### src/rtl/kamacore_fetch_unit.sv
// Instruction fetch stage: sequential word fetch, prefetch queue, branch redirect, decode backpressure.
// Optional performance counters are enabled by defining KAMACORE_FETCH_PERF_EN.
module kamacore_fetch_unit #(
  parameter int CPU_WIDTH  = 32,
  parameter int ADDR_WIDTH = 16,
  parameter int DEPTH      = 4,
  parameter int RESET_PC   = 0
) (
  input  logic                  clk,
  input  logic                  rst,
  input  logic                  branch_valid,
  input  logic [ADDR_WIDTH-1:0] branch_target,
  output logic                  imem_req,
  output logic [ADDR_WIDTH-1:0] imem_addr,
  input  logic [CPU_WIDTH-1:0]  imem_rdata,
  output logic                  id_valid,
  input  logic                  id_ready,
  output logic [CPU_WIDTH-1:0]  id_instruction,
  output logic [ADDR_WIDTH-1:0] id_pc
`ifdef KAMACORE_FETCH_PERF_EN
  ,
  output logic [31:0]           perf_fetched,
  output logic [31:0]           perf_flushes
`endif
);

  localparam int PTR_W = $clog2(DEPTH);
  localparam int CNT_W = PTR_W + 1;

  logic [ADDR_WIDTH-1:0] fetch_pc_reg;
  logic [ADDR_WIDTH-1:0] inflight_pc_reg;
  logic                  inflight_reg;
  logic [CNT_W-1:0]      count_reg;
  logic [CNT_W-1:0]      count_next;
  logic [PTR_W-1:0]      head_reg;
  logic [PTR_W-1:0]      tail_reg;
  logic [CPU_WIDTH-1:0]  q_instr_reg [DEPTH];
  logic [ADDR_WIDTH-1:0] q_pc_reg    [DEPTH];
  logic [CNT_W:0]        occupancy;
  logic                  push;
  logic                  pop;

  // Credit check counts the in-flight request so the queue can never overflow.
  always_comb begin
    occupancy      = {1'b0, count_reg} + (CNT_W+1)'(inflight_reg);
    imem_req       = !rst && !branch_valid && (occupancy < (CNT_W+1)'(DEPTH));
    imem_addr      = fetch_pc_reg;
    id_valid       = (count_reg != '0);
    push           = inflight_reg && !branch_valid;
    pop            = id_valid && id_ready && !branch_valid;
    id_instruction = id_valid ? q_instr_reg[head_reg] : '0;
    id_pc          = id_valid ? q_pc_reg[head_reg] : '0;
    count_next     = count_reg + CNT_W'(push) - CNT_W'(pop);
  end

  always_ff @(posedge clk) begin
    if (rst) begin
      fetch_pc_reg    <= ADDR_WIDTH'(RESET_PC);
      inflight_pc_reg <= '0;
      inflight_reg    <= 1'b0;
      count_reg       <= '0;
      head_reg        <= '0;
      tail_reg        <= '0;
    end else if (branch_valid) begin
      // Redirect flushes the queue and kills the response arriving this cycle.
      fetch_pc_reg <= branch_target;
      inflight_reg <= 1'b0;
      count_reg    <= '0;
      head_reg     <= '0;
      tail_reg     <= '0;
    end else begin
      if (imem_req) begin
        fetch_pc_reg    <= fetch_pc_reg + ADDR_WIDTH'(1);
        inflight_pc_reg <= fetch_pc_reg;
      end
      inflight_reg <= imem_req;
      if (push) begin
        tail_reg <= tail_reg + PTR_W'(1);
      end
      if (pop) begin
        head_reg <= head_reg + PTR_W'(1);
      end
      count_reg <= count_next;
    end
  end

  // Queue storage needs no reset: entries are only visible while counted.
  always_ff @(posedge clk) begin
    if (!rst && push) begin
      q_instr_reg[tail_reg] <= imem_rdata;
      q_pc_reg[tail_reg]    <= inflight_pc_reg;
    end
  end

`ifdef KAMACORE_FETCH_PERF_EN
  always_ff @(posedge clk) begin
    if (rst) begin
      perf_fetched <= '0;
      perf_flushes <= '0;
    end else begin
      if (id_valid && id_ready) begin
        perf_fetched <= perf_fetched + 32'd1;
      end
      if (branch_valid) begin
        perf_flushes <= perf_flushes + 32'd1;
      end
    end
  end
`endif

endmodule

### config.mk
export PLATFORM = sky130hd
export DESIGN_NAME = kamacore_fetch_unit
export DESIGN_NICKNAME = d
export VERILOG_FILES = /design/src/rtl/kamacore_fetch_unit.sv
export SDC_FILE = /design/constraint.sdc
export NUM_CORES = 1
export LEC_CHECK = 0
export ABC_AREA = 1
export BUFFER_PORTS_ARGS = -buffer_cell sky130_fd_sc_hd__buf_2
export CELL_PAD_IN_SITES_DETAIL_PLACEMENT = 1
export CELL_PAD_IN_SITES_GLOBAL_PLACEMENT = 1
export CORE_MARGIN = 3
export CORE_UTILIZATION = 46
export CTS_BUF_LIST = sky130_fd_sc_hd__clkbuf_16
export DETAILED_ROUTE_END_ITERATION = 8
export PLACE_DENSITY_LB_ADDON = 0.1
export SYNTH_ARGS = -nofsm -noshare
export SYNTH_HDL_FRONTEND = slang
export SYNTH_SLANG_ARGS = --single-unit
### constraint.sdc
create_clock -name clk -period 4.53 [get_ports clk]
set_input_delay 0.453 -clock clk [delete_from_list [all_inputs] [get_ports clk]]
set_output_delay 0.453 -clock clk [all_outputs]
set_load 0.02 [all_outputs]
== After elaboration in Yosys (flattened, before gate mapping) ==
Memories as Yosys holds them, arrays and structs flattened. A register that Yosys moved wholly into a read port is not among the register bits.
Cells that the tools add are included.

* $lt $le $gt $ge: 1
* Bitwise operators: 1
* Muxes and demuxes: 10
* Reductions and logical operators: 12
* Add/subtract/negate cells: 6

{| class="wikitable"
|+ Operator list
! kind !! count
|-
| $mux W16 || 3
|-
| $mux W32 || 1
|-
| $add A16 B1 Y16 const B || 1
|-
| $mux W2 || 4
|-
| $logic_and A1 B1 Y1 || 6
|-
| $add A2 B1 Y2 const B || 2
|-
| $add A3 B1 Y4 || 1
|-
| $lt A4 B3 Y1 const B || 1
|-
| $add A3 B1 Y3 || 1
|-
| $reduce_bool A3 Y1 || 1
|-
| $sub A3 B1 Y3 || 1
|-
| $logic_not A1 Y1 || 2
|-
| $mux W1 || 2
|-
| $reduce_and A2 Y1 || 1
|-
| $reduce_bool A2 Y1 || 1
|-
| $reduce_or A2 Y1 || 1
|-
| $not A1 Y1 || 1
|}

* Output and inout port bits: 66
* Bits of input ports: 52
* RAM bits: 192
* Word-level logic and storage cells: 38
* Register bits: 40
* Memories kept: 2

{| class="wikitable"
|+ Memory list
! memory !! words !! bits a word !! read ports !! clocked after Yosys merged registers in !! write ports !! line !! RTL
|-
| q_instr_reg || 4 || 32 || 1 || 1 || 1 || 37 || <nowiki>logic [CPU_WIDTH-1:0] q_instr_reg [DEPTH];</nowiki>
|-
| q_pc_reg || 4 || 16 || 1 || 1 || 1 || 38 || <nowiki>logic [ADDR_WIDTH-1:0] q_pc_reg [DEPTH];</nowiki>
|}

== Depth between registers and ports, before layout ==
* Depth after elaboration: 5
* Gate-level depth with buffers: 10
* Mapped depth without buffers: 10

== Least setup slack after synthesis ==
OpenSTA, ideal clock, no wires.

* Path type: input-to-reg
* From: input port rst
* To: memory q_instr_reg[0][0] (enable)
* Setup time: 0.454 ns
* Stages on the path: 4
* Arrival: 2.833 ns
* Buffers on the path: 1
* Required time: 4.076 ns
* Path slack: 1.243 ns
* Cells stage by stage: buf_6 > nor2_4 > nand2_1 > nor2_1

* Word-level cells in the longest chain between the ends: 4

{| class="wikitable"
|+ Ends and longest elaborated chain
! what !! line !! RTL
|-
| from (decl) || 10 || <nowiki>input logic rst,</nowiki>
|-
| $logic_not A1 Y1 || 89 || <nowiki>if (!rst && push) begin</nowiki>
|-
| $logic_and A1 B1 Y1 || 89 ||
|-
| $mux W1 || 89 ||
|-
| $mux W1 (implied by the code) || 90 || <nowiki>q_instr_reg[tail_reg] <= imem_rdata;</nowiki>
|-
| to (decl) || 37 ||
|}

No other way between the ends.

==> metrics <==
grt ovf 0; # DRC 0; Final Routed Wirelength 23.0 mm; CP most frequent cell nor2_1; pin slew with the least headroom to its limit 1.07 ns; Total GRT Usage 0.203; Num Clock Sinks 234; setup total negative slack 0 ns; fill cell count around 2.3k; vias in the first global route 7161; Post-synth top cells nor2_1, edfxtp_1, o21ai_0; share of the synthesized area in the top cell type 0.601; Distinct cells, synth 29; fin nets roughly 1.1k; IO Port Bufs 117; initial antenna violation count 0; met3 WL 1.19 mm; Synth async-reset ratio 0; Critical Path RT between 4 and 5 ns; largest area contributor in the netlist edfxtp_1; Worst Clk Skew about 0.007 ns; largest fanout on the critical path between 90 and 100; via count around 6.7k; DR top layer met4; global-route wire length before repair 36.7 mm; Root Buffer Master clkbuf_16; relative slew slack 0.288; Setup violations, final 0; WL/cell between 15 and 20 µm; fin. max-slew vios 0; RSZ-0062 raised after global routing false; Total Power 4.42 mW; number of flip-flops in the largest register 128; Synth Warn # 0; period utilization 0.651; number of setup buffers added after CTS 0; row count 52; Worst path slowest cell buf_4; max-cap violation count 0; Synth Instances 890; peak per-stage delay on the critical path 0.76 ns; clock buffer depth 3; Post-Place Cells approximately 1.2k; Syn Area/Cell 10.8 µm²; status completed; htree depth 1; synthesized area 9600 µm²; Routability Congestion roughly 0.75; number of synthesized register bits 234; Post-Layout Cell Count 1286; Starting Density 0.471; worst vdd ir 0.215 mV; worst skew pair latency around 0.51 ns; Crit path max-delay family buffers and inverters; core area 20400 µm²; Top FF cell, synth edfxtp_1; Clock Pin Slew Worst Setup and Hold Paths 0.06 ns; CTS tree done; DP HPWL 14.1 mm; ANT nets after route 0; first-pass iteration count of the detailed router 6; Crit. End Element output pin; share of cells above drive strength 1 0.176; die area approximately 23000 µm²; Die Ht 150 µm; Ports 118; WS Path Type flip-flop to output pin; starting DRC count in detailed routing 342; number of synthesized flops with an enable pin between 150 and 200; Bufs and invs on worst path 2; Area growth syn-to-layout 16.2%; Synth area leaders edfxtp_1, nor2_1, dfxtp_1; Layout Utilization 0.547; worst-path cell chain buf_4 > nor2_1 > nor2_1 > o21ai_0 > a21oi_1 > buf_2; clock period minus worst slack 2.95 ns; Die W 150 µm; power per cell area 396 nW/µm²; pre-CTS setup slack approximately 1.7 ns; Worst Hold Class primary input to flip-flop; most frequent cell after synthesis nor2_1; drt via density 5.24; cts-stage hold buffer count 0; Fin. Hold Viols 0; Worst EP arrival approximately 2.5 ns; syn_nets 951; static leakage 4.26 nW; Setup crit start kind flip-flop; met2 routed WL 11.7 mm; Routed met1 length 9.86 mm; CTS Buf Count 24; final worst setup slack 1.58 ns; largest net degree at the start of global routing 97; fmax about 340 MHz; cts repair resizes 0; Seq/Total Area, Yosys 0.688; ANT cells 0
## routing by layer
layer	vias up	GRT usage
li1	3266	-
met1	3308	0.260
met2	141	0.364
met3	29	0.0346
met4	0	0.0444
met5	-	0
## stage by stage
stage / instance area [µm²] / hold WS (ns)
final: 11100 / 0.164
after global placement: 10400 / 0.446
after floorplan: 9600 / 0.436
after detailed placement: 10400 / 0.455
after global routing: 11100 / 0.150
after CTS: 11100 / 0.146
## cells by family (layout without fill, tap and decap cells)
| kind of cell | Yosys count | in the layout | share of synthesized area |
|---|---|---|---|
| compound gates | 196 | 196 | 0.105 |
| xor+xnor | 3 | 3 | 0.00274 |
| fa+ha+maj | 9 | 9 | 0.0125 |
| buf+inv | 92 | 218 | 0.0413 |
| flops | 234 | 234 | 0.688 |
| simple gates | 356 | 356 | 0.150 |
## path summary, 6_finish.rpt
check,startpoint,end,slack (ns),cells after the start
max,flip-flop,id_instruction[24],1.58,6
min,imem_rdata[28],q_instr_reg[3][28]$_DFFE_PP_,0.16,1
max reg2reg,count_reg[2]$_SDFF_PP0_,count_reg[1]$_SDFF_PP0_,2.00,9
min reg2reg,head_reg[1]$_SDFFE_PP0P_,flip-flop,0.46,2
## final cells by class
cell class / instances / area (µm²) / share of cell area
flip-flops and latches: 234 / 6610 / 0.593
well taps: 270 / 338 / 0.0303
multi-input cells: 564 / 2630 / 0.236
clock buffers: 25 / 626 / 0.0561
clock inverters: 19 / 106 / 0.00954
inverters: 46 / 173 / 0.0155
repair buffers: 128 / 668 / 0.0599
## report_power, final
| part | switching [mW] | internal, mW | leakage [nW] |
|---|---|---|---|
| Clock | 0.777 | 1.05 | 0.383 |
| Sequential | 0.0334 | 2.36 | 2.09 |
| Combinational | 0.136 | 0.0642 | 1.79 |
## cell usage in the layout, fill, tap and decap left out, types with 4 or more instances in the layout
master and instances:
nand2_1 76, nand4_1 4, buf_2 117, inv_1 50, nand3_1 25, a21oi_1 71
dfxtp_1 40, nor2_1 234, buf_4 11, clkinv_1 9, nor2_4 6, edfxtp_1 192
clkbuf_16 25, ha_1 8, o21ai_0 117
(Power assumes the default switching activity.)
